### src/rtl/if_prefetch.sv
// -----------------------------------------------------------------------------
// if_prefetch
// Instruction-fetch prefetch queue. A fetch PC (fpc) reads instruction memory
// combinationally and pushes {instruction, PC+4} into a small circular queue.
// Decode consumes from the head of the queue. A branch or jump redirect flushes
// the queue and reloads fpc.
//
// Parameters
//   QDEPTH    queue entries (power of two, >= 2)
//   IMEM_AW   instruction memory word-address width
//   RESET_PC  fetch PC after reset (word aligned)
//
// Ports
//   clk, reset         clock, synchronous active-high reset
//   StallF             decode not accepting; head entry is held
//   PCSrcD[1:0]        0 sequential, 1 branch, 2 jump, 3 treated as sequential
//   PCBranchD, jumpdst branch / jump targets
//   imem_addr, imem_rd instruction memory word address and returned word
//   InstrF, PCPlus4F   head-of-queue instruction and PC+4 (zero when empty)
//   ValidF             head entry valid
//
// Optional feature (macro IF_PREFETCH_PERF_EN)
//   perf_stall_cnt     cycles with ValidF=1 and StallF=1, saturating
//   perf_redirect_cnt  redirect cycles, saturating
// -----------------------------------------------------------------------------
module if_prefetch #(
   parameter int          QDEPTH   = 4,
   parameter int          IMEM_AW  = 6,
   parameter logic [31:0] RESET_PC = 32'h0000_0000
) (
   input  logic               clk,
   input  logic               reset,
   input  logic               StallF,
   input  logic [1:0]         PCSrcD,
   input  logic [31:0]        PCBranchD,
   input  logic [31:0]        jumpdst,
   output logic [IMEM_AW-1:0] imem_addr,
   input  logic [31:0]        imem_rd,
   output logic [31:0]        InstrF,
   output logic [31:0]        PCPlus4F,
`ifdef IF_PREFETCH_PERF_EN
   output logic [31:0]        perf_stall_cnt,
   output logic [31:0]        perf_redirect_cnt,
`endif
   output logic               ValidF
);

   localparam int PW = $clog2(QDEPTH);

   logic [31:0] instr_q [QDEPTH];
   logic [31:0] pc4_q   [QDEPTH];
   logic [PW-1:0] head;
   logic [PW-1:0] tail;
   logic [PW:0]   count;
   logic [31:0]   fpc;

   logic redirect;
   logic valid;
   logic full;
   logic push;
   logic pop;

   function automatic logic [31:0] sat_inc(input logic [31:0] v);
      return (v == 32'hFFFF_FFFF) ? v : v + 32'd1;
   endfunction

   assign redirect = (PCSrcD == 2'd1) || (PCSrcD == 2'd2);
   assign valid    = (count != '0);
   assign full     = (count == (PW+1)'(QDEPTH));
   // A pop frees the head slot, so a full queue can still accept a push.
   assign pop      = valid && !StallF && !redirect;
   assign push     = !redirect && (!full || pop);

   assign imem_addr = fpc[IMEM_AW+1:2];

   // Control state: pointers, occupancy and fetch PC
   always_ff @(posedge clk) begin
      if (reset) begin
         fpc   <= RESET_PC;
         head  <= '0;
         tail  <= '0;
         count <= '0;
      end else if (redirect) begin
         fpc   <= (PCSrcD == 2'd1) ? PCBranchD : jumpdst;
         head  <= '0;
         tail  <= '0;
         count <= '0;
      end else begin
         if (push) begin
            fpc  <= fpc + 32'd4;
            tail <= tail + PW'(1);
         end
         if (pop)
            head <= head + PW'(1);
         count <= count + (PW+1)'(push) - (PW+1)'(pop);
      end
   end

   // Queue storage: no reset needed, contents are qualified by count
   always_ff @(posedge clk) begin
      if (push && !reset) begin
         instr_q[tail] <= imem_rd;
         pc4_q[tail]   <= fpc + 32'd4;
      end
   end

   // Outputs depend only on registered state
   assign ValidF   = valid;
   assign InstrF   = valid ? instr_q[head] : 32'h0;
   assign PCPlus4F = valid ? pc4_q[head]   : 32'h0;

`ifdef IF_PREFETCH_PERF_EN
   always_ff @(posedge clk) begin
      if (reset) begin
         perf_stall_cnt    <= '0;
         perf_redirect_cnt <= '0;
      end else begin
         if (valid && StallF)
            perf_stall_cnt <= sat_inc(perf_stall_cnt);
         if (redirect)
            perf_redirect_cnt <= sat_inc(perf_redirect_cnt);
      end
   end
`endif

endmodule

### config.mk
export PLATFORM = sky130hd
export DESIGN_NAME = if_prefetch
export DESIGN_NICKNAME = d
export VERILOG_FILES = /design/src/rtl/if_prefetch.sv
export SDC_FILE = /design/constraint.sdc
export NUM_CORES = 1
export LEC_CHECK = 0
export BUFFER_PORTS_ARGS = -buffer_cell sky130_fd_sc_hd__clkbuf_2
export CAP_MARGIN = 40
export CORE_MARGIN = 3
export CORE_UTILIZATION = 45
export DETAILED_ROUTE_END_ITERATION = 10
export GPL_TIMING_DRIVEN = 0
export MAX_ROUTING_LAYER = met4
export PLACE_DENSITY = 0.68
export SYNTH_ARGS = -nofsm -noshare
export SYNTH_HDL_FRONTEND = slang
export SYNTH_SLANG_ARGS = --single-unit
### constraint.sdc
create_clock -name clk -period 4.38 [get_ports clk]
set_input_delay 0.438 -clock clk [delete_from_list [all_inputs] [get_ports clk]]
set_output_delay 0.438 -clock clk [all_outputs]
set_load 0.05 [all_outputs]
==> flow_summary.yaml <==
status:
  outcome: "finished clean"
cts:
  cts_tree: "done"
  cts.path.max_buffers: 3
  cts-htree-levels: 1
  ctsResizeCount: 0
  ctsHoldBuffers: 0
  numCtsBuffers: 29
  cts_root_buffer: "clkbuf_16"
  clkLatencyLatePin_ns: 0.54
  clkTransAtPathRegs_ns: 0.06
  cts_sinks: 297
  postCtsSetupRepairBufs: 0
synthesis:
  ys.flop_type: "edfxtp_1"
  synth_seq_cells: 297
  synth_area_leaders: "edfxtp_1, mux4_2, dfxtp_1"
  synth_edf_count: 256
  syn_nets: 927
  avgSynthCellArea_sq_um: 15.73
  syn_inst: 818
  synth_mux_area_frac: 0.1325
  synth-seq-area-share: 0.6612
  synthArstFlopShare: 0
  ys_warn_count: 0
  netlist_area_sq_mm: 0.01287
  synth_top_family_by_area: "multiplexers"
  synthAdderAreaFrac: 0.008363
  synth_cell_types: 59
  synth-simple-area-share: 0.1033
  synth.top_cell.area_share: 0.5974
  synth_xor_area_frac: 0.02791
  synth-compound-area-share: 0.04201
  synth_largest_area_cell: "edfxtp_1"
layout:
  fin_util: 0.5458
  fillCellCount: 2318
  drive_gt1_frac: 0.3101
  n_antenna_cell: 0
  syn2layout_area_growth_pct: 18.81
  layout.nets: 1134
timing:
  rsz0062_at_grt: "false"
  period_share: 0.7591
  skew_ns: 0.01945
  hold_viol: 0
  tightest_slew_ns: 0.8594
  slew_headroom: 0.4259
  finalSetupViolations: 0
  layout_min_cycle_time_ns: 3.325
  max_freq_ghz: 0.3008
  finalMaxSlewViolations: 0
placement:
  portBuffers: 170
  place_congestion: 0.8782
  dp_hpwl_mm: 19.54
pwr:
  p_leak_nw: 5.323
  p_total_mw: 6.881
  powerDensity_mw_per_mm2: 450.1
  ir_worst_vdd_uv: 303.3
worst_setup_path:
  cp-end-kind: "primary output"
  crit_path_start_kind: "register"
  path_class: "reg -> out"
  cp.arrival_ns: 2.89
  crit_path_max_fanout: 10
  ff2ff_path_depth: 6
  critical_path_required_ns: 3.94
global_route:
  grt_max_degree: 43
  grt_pass1_wl_mm: 44.84
  grt_usage: 0.1937
  antenna_found_initial: 0
  grt_pass1_vias: 7862
  grt_overflow: 0
hold_path:
  hold_depth: 1
  min_path_type: "in -> reg"
floorplan:
  die-width_um: 175.1
  coreArea_sq_mm: 0.02801
  initial_core_util: 0.4594
  die_h_um: 175.1
  die_area_sq_mm: 0.03066
  boundaryPins: 172
  rows: 61
routing:
  route.final.wire_length_mm: 28.82
  via_count: 7815
  drtIter0Drc: 621
  dr.pass1.iters: 5
  wl_per_cell_um: 20.21
  vias_per_cell: 5.480
  final_antenna_net_count: 0
  drcViolationCount: 0
flow_run:
  cap_violations: 0
[synth_stat cells (2+ instances only)]
library cell,instances
or2_2,4
o31ai_1,3
a21oi_1,13
nand2b_1,2
o211ai_1,6
or3_1,7
clkbuf_1,40
o311ai_0,2
o21ai_0,18
edfxtp_1,256
buf_2,9
mux2i_1,14
and2_1,68
nor2b_1,8
nor2_1,31
o311a_1,2
nand3_1,16
nor4_1,14
and4_1,8
a311oi_1,2
buf_4,6
clkbuf_2,2
or4_1,6
o2bb2ai_1,3
buf_1,3
dfxtp_1,41
nand4_1,9
a211o_1,4
and3_1,7
xnor2_1,23
or4_4,2
nor3b_1,2
nor3_1,9
inv_1,11
mux2_2,11
ha_1,7
nand2_1,30
a31oi_1,8
mux4_2,64
a211oi_1,11
xor2_1,18
[registers in the layout, indices dropped and copies added (netlist names), named ones only]
register	cells
fpc	32
tail	2
pc4_q	128
head	2
instr_q	128
count	3
[worst max-delay path, cell delays in order (launching register included)]
cell and delay [ns]:
dfxtp_1 0.31, clkbuf_1 0.55, buf_2 0.48, mux4_2 0.60, and2_1 0.18, clkbuf_2 0.23
[kinds of logic (layout without fill, tap and decap cells)]
group / after synthesis / after routing
adder cells (fa/ha/maj): 8 / 8
AND/OR/NAND/NOR: 230 / 230
XOR/XNOR: 41 / 41
flip-flops: 297 / 297
other: 1 / 1
AO/OA/AOI/OAI: 80 / 80
multiplexers: 89 / 89
buffers and inverters: 72 / 302
[per-stage QoR]
stage | setup TNS [ns] | cell area [sq um] | setup slack [ns] | instances | hold slack [ns]
finish | 0 | 15290 | 1.055 | 1426 | 0.1243
global route | 0 | 15290 | 0.7993 | 1426 | 0.1026
floorplan | 0 | 12870 | 1.182 | 818 | 0.4604
CTS | 0 | 15290 | 0.9011 | 1426 | 0.09848
detailed placement | 0 | 14320 | 1.284 | 1372 | 0.4910
global placement | -94.34 | 14190 | -0.3956 | 1366 | 0.4820
[layer usage]
| layer | global-route usage | vias to the layer above | routed length (um) |
|---|---|---|---|
| met1 | 0.2633 | 3895 | 12250 |
| met2 | 0.3086 | 274 | 14040 |
| met5 | - | - | 0 |
| li1 | - | 3606 | - |
| met3 | 0.03151 | 40 | 1918 |
| met4 | 0.04987 | 0 | 615 |
[worst paths after layout]
check	from	endpoint	slack [ns]
worst max-delay path	register	InstrF[12]	1.06
worst min-delay path	imem_rd[10]	instr_q[0][10]$_DFFE_PP_	0.12
worst max register to register	fpc[6]$_SDFFE_PP0P_	pc4_q[1][31]$_DFFE_PP_	1.78
worst min register to register	tail[1]$_SDFFE_PP0P_	tail[1]$_SDFFE_PP0P_	0.49
[area by class of cell]
class	instances	area, sq um	area share
buffer	61	272.8	0.01784
clock buffer	33	740.7	0.04845
clock inverter	21	231.5	0.01514
inverter	11	41.29	0.002701
multi-input combinational	449	4065	0.2659
sequential	297	8508	0.5566
tap	378	473.0	0.03094
timing repair buffer	176	954.7	0.06245
[report_power, final]
| part | switching, mW | internal (mW) | leakage [nW] | total, mW |
|---|---|---|---|---|
| Combinational | 0.749 | 0.333 | 2.16 | 1.08 |
| Clock | 1.02 | 1.51 | 0.474 | 2.52 |
| Sequential | 0.0633 | 3.21 | 2.69 | 3.28 |
[cells in the final DEF, fill, tap and decap left out, types with 16 or more instances in the layout]
| cell type | Yosys | routed |
|---|---|---|
| and2_1 | 68 | 68 |
| clkbuf_1 | 40 | 44 |
| clkbuf_16 | 0 | 29 |
| clkbuf_2 | 2 | 172 |
| dfxtp_1 | 41 | 41 |
| edfxtp_1 | 256 | 256 |
| mux4_2 | 64 | 64 |
| nand2_1 | 30 | 30 |
| nand3_1 | 16 | 16 |
| nor2_1 | 31 | 31 |
| o21ai_0 | 18 | 18 |
| xnor2_1 | 23 | 23 |
| xor2_1 | 18 | 18 |
Power figures use the tool's default switching activity.
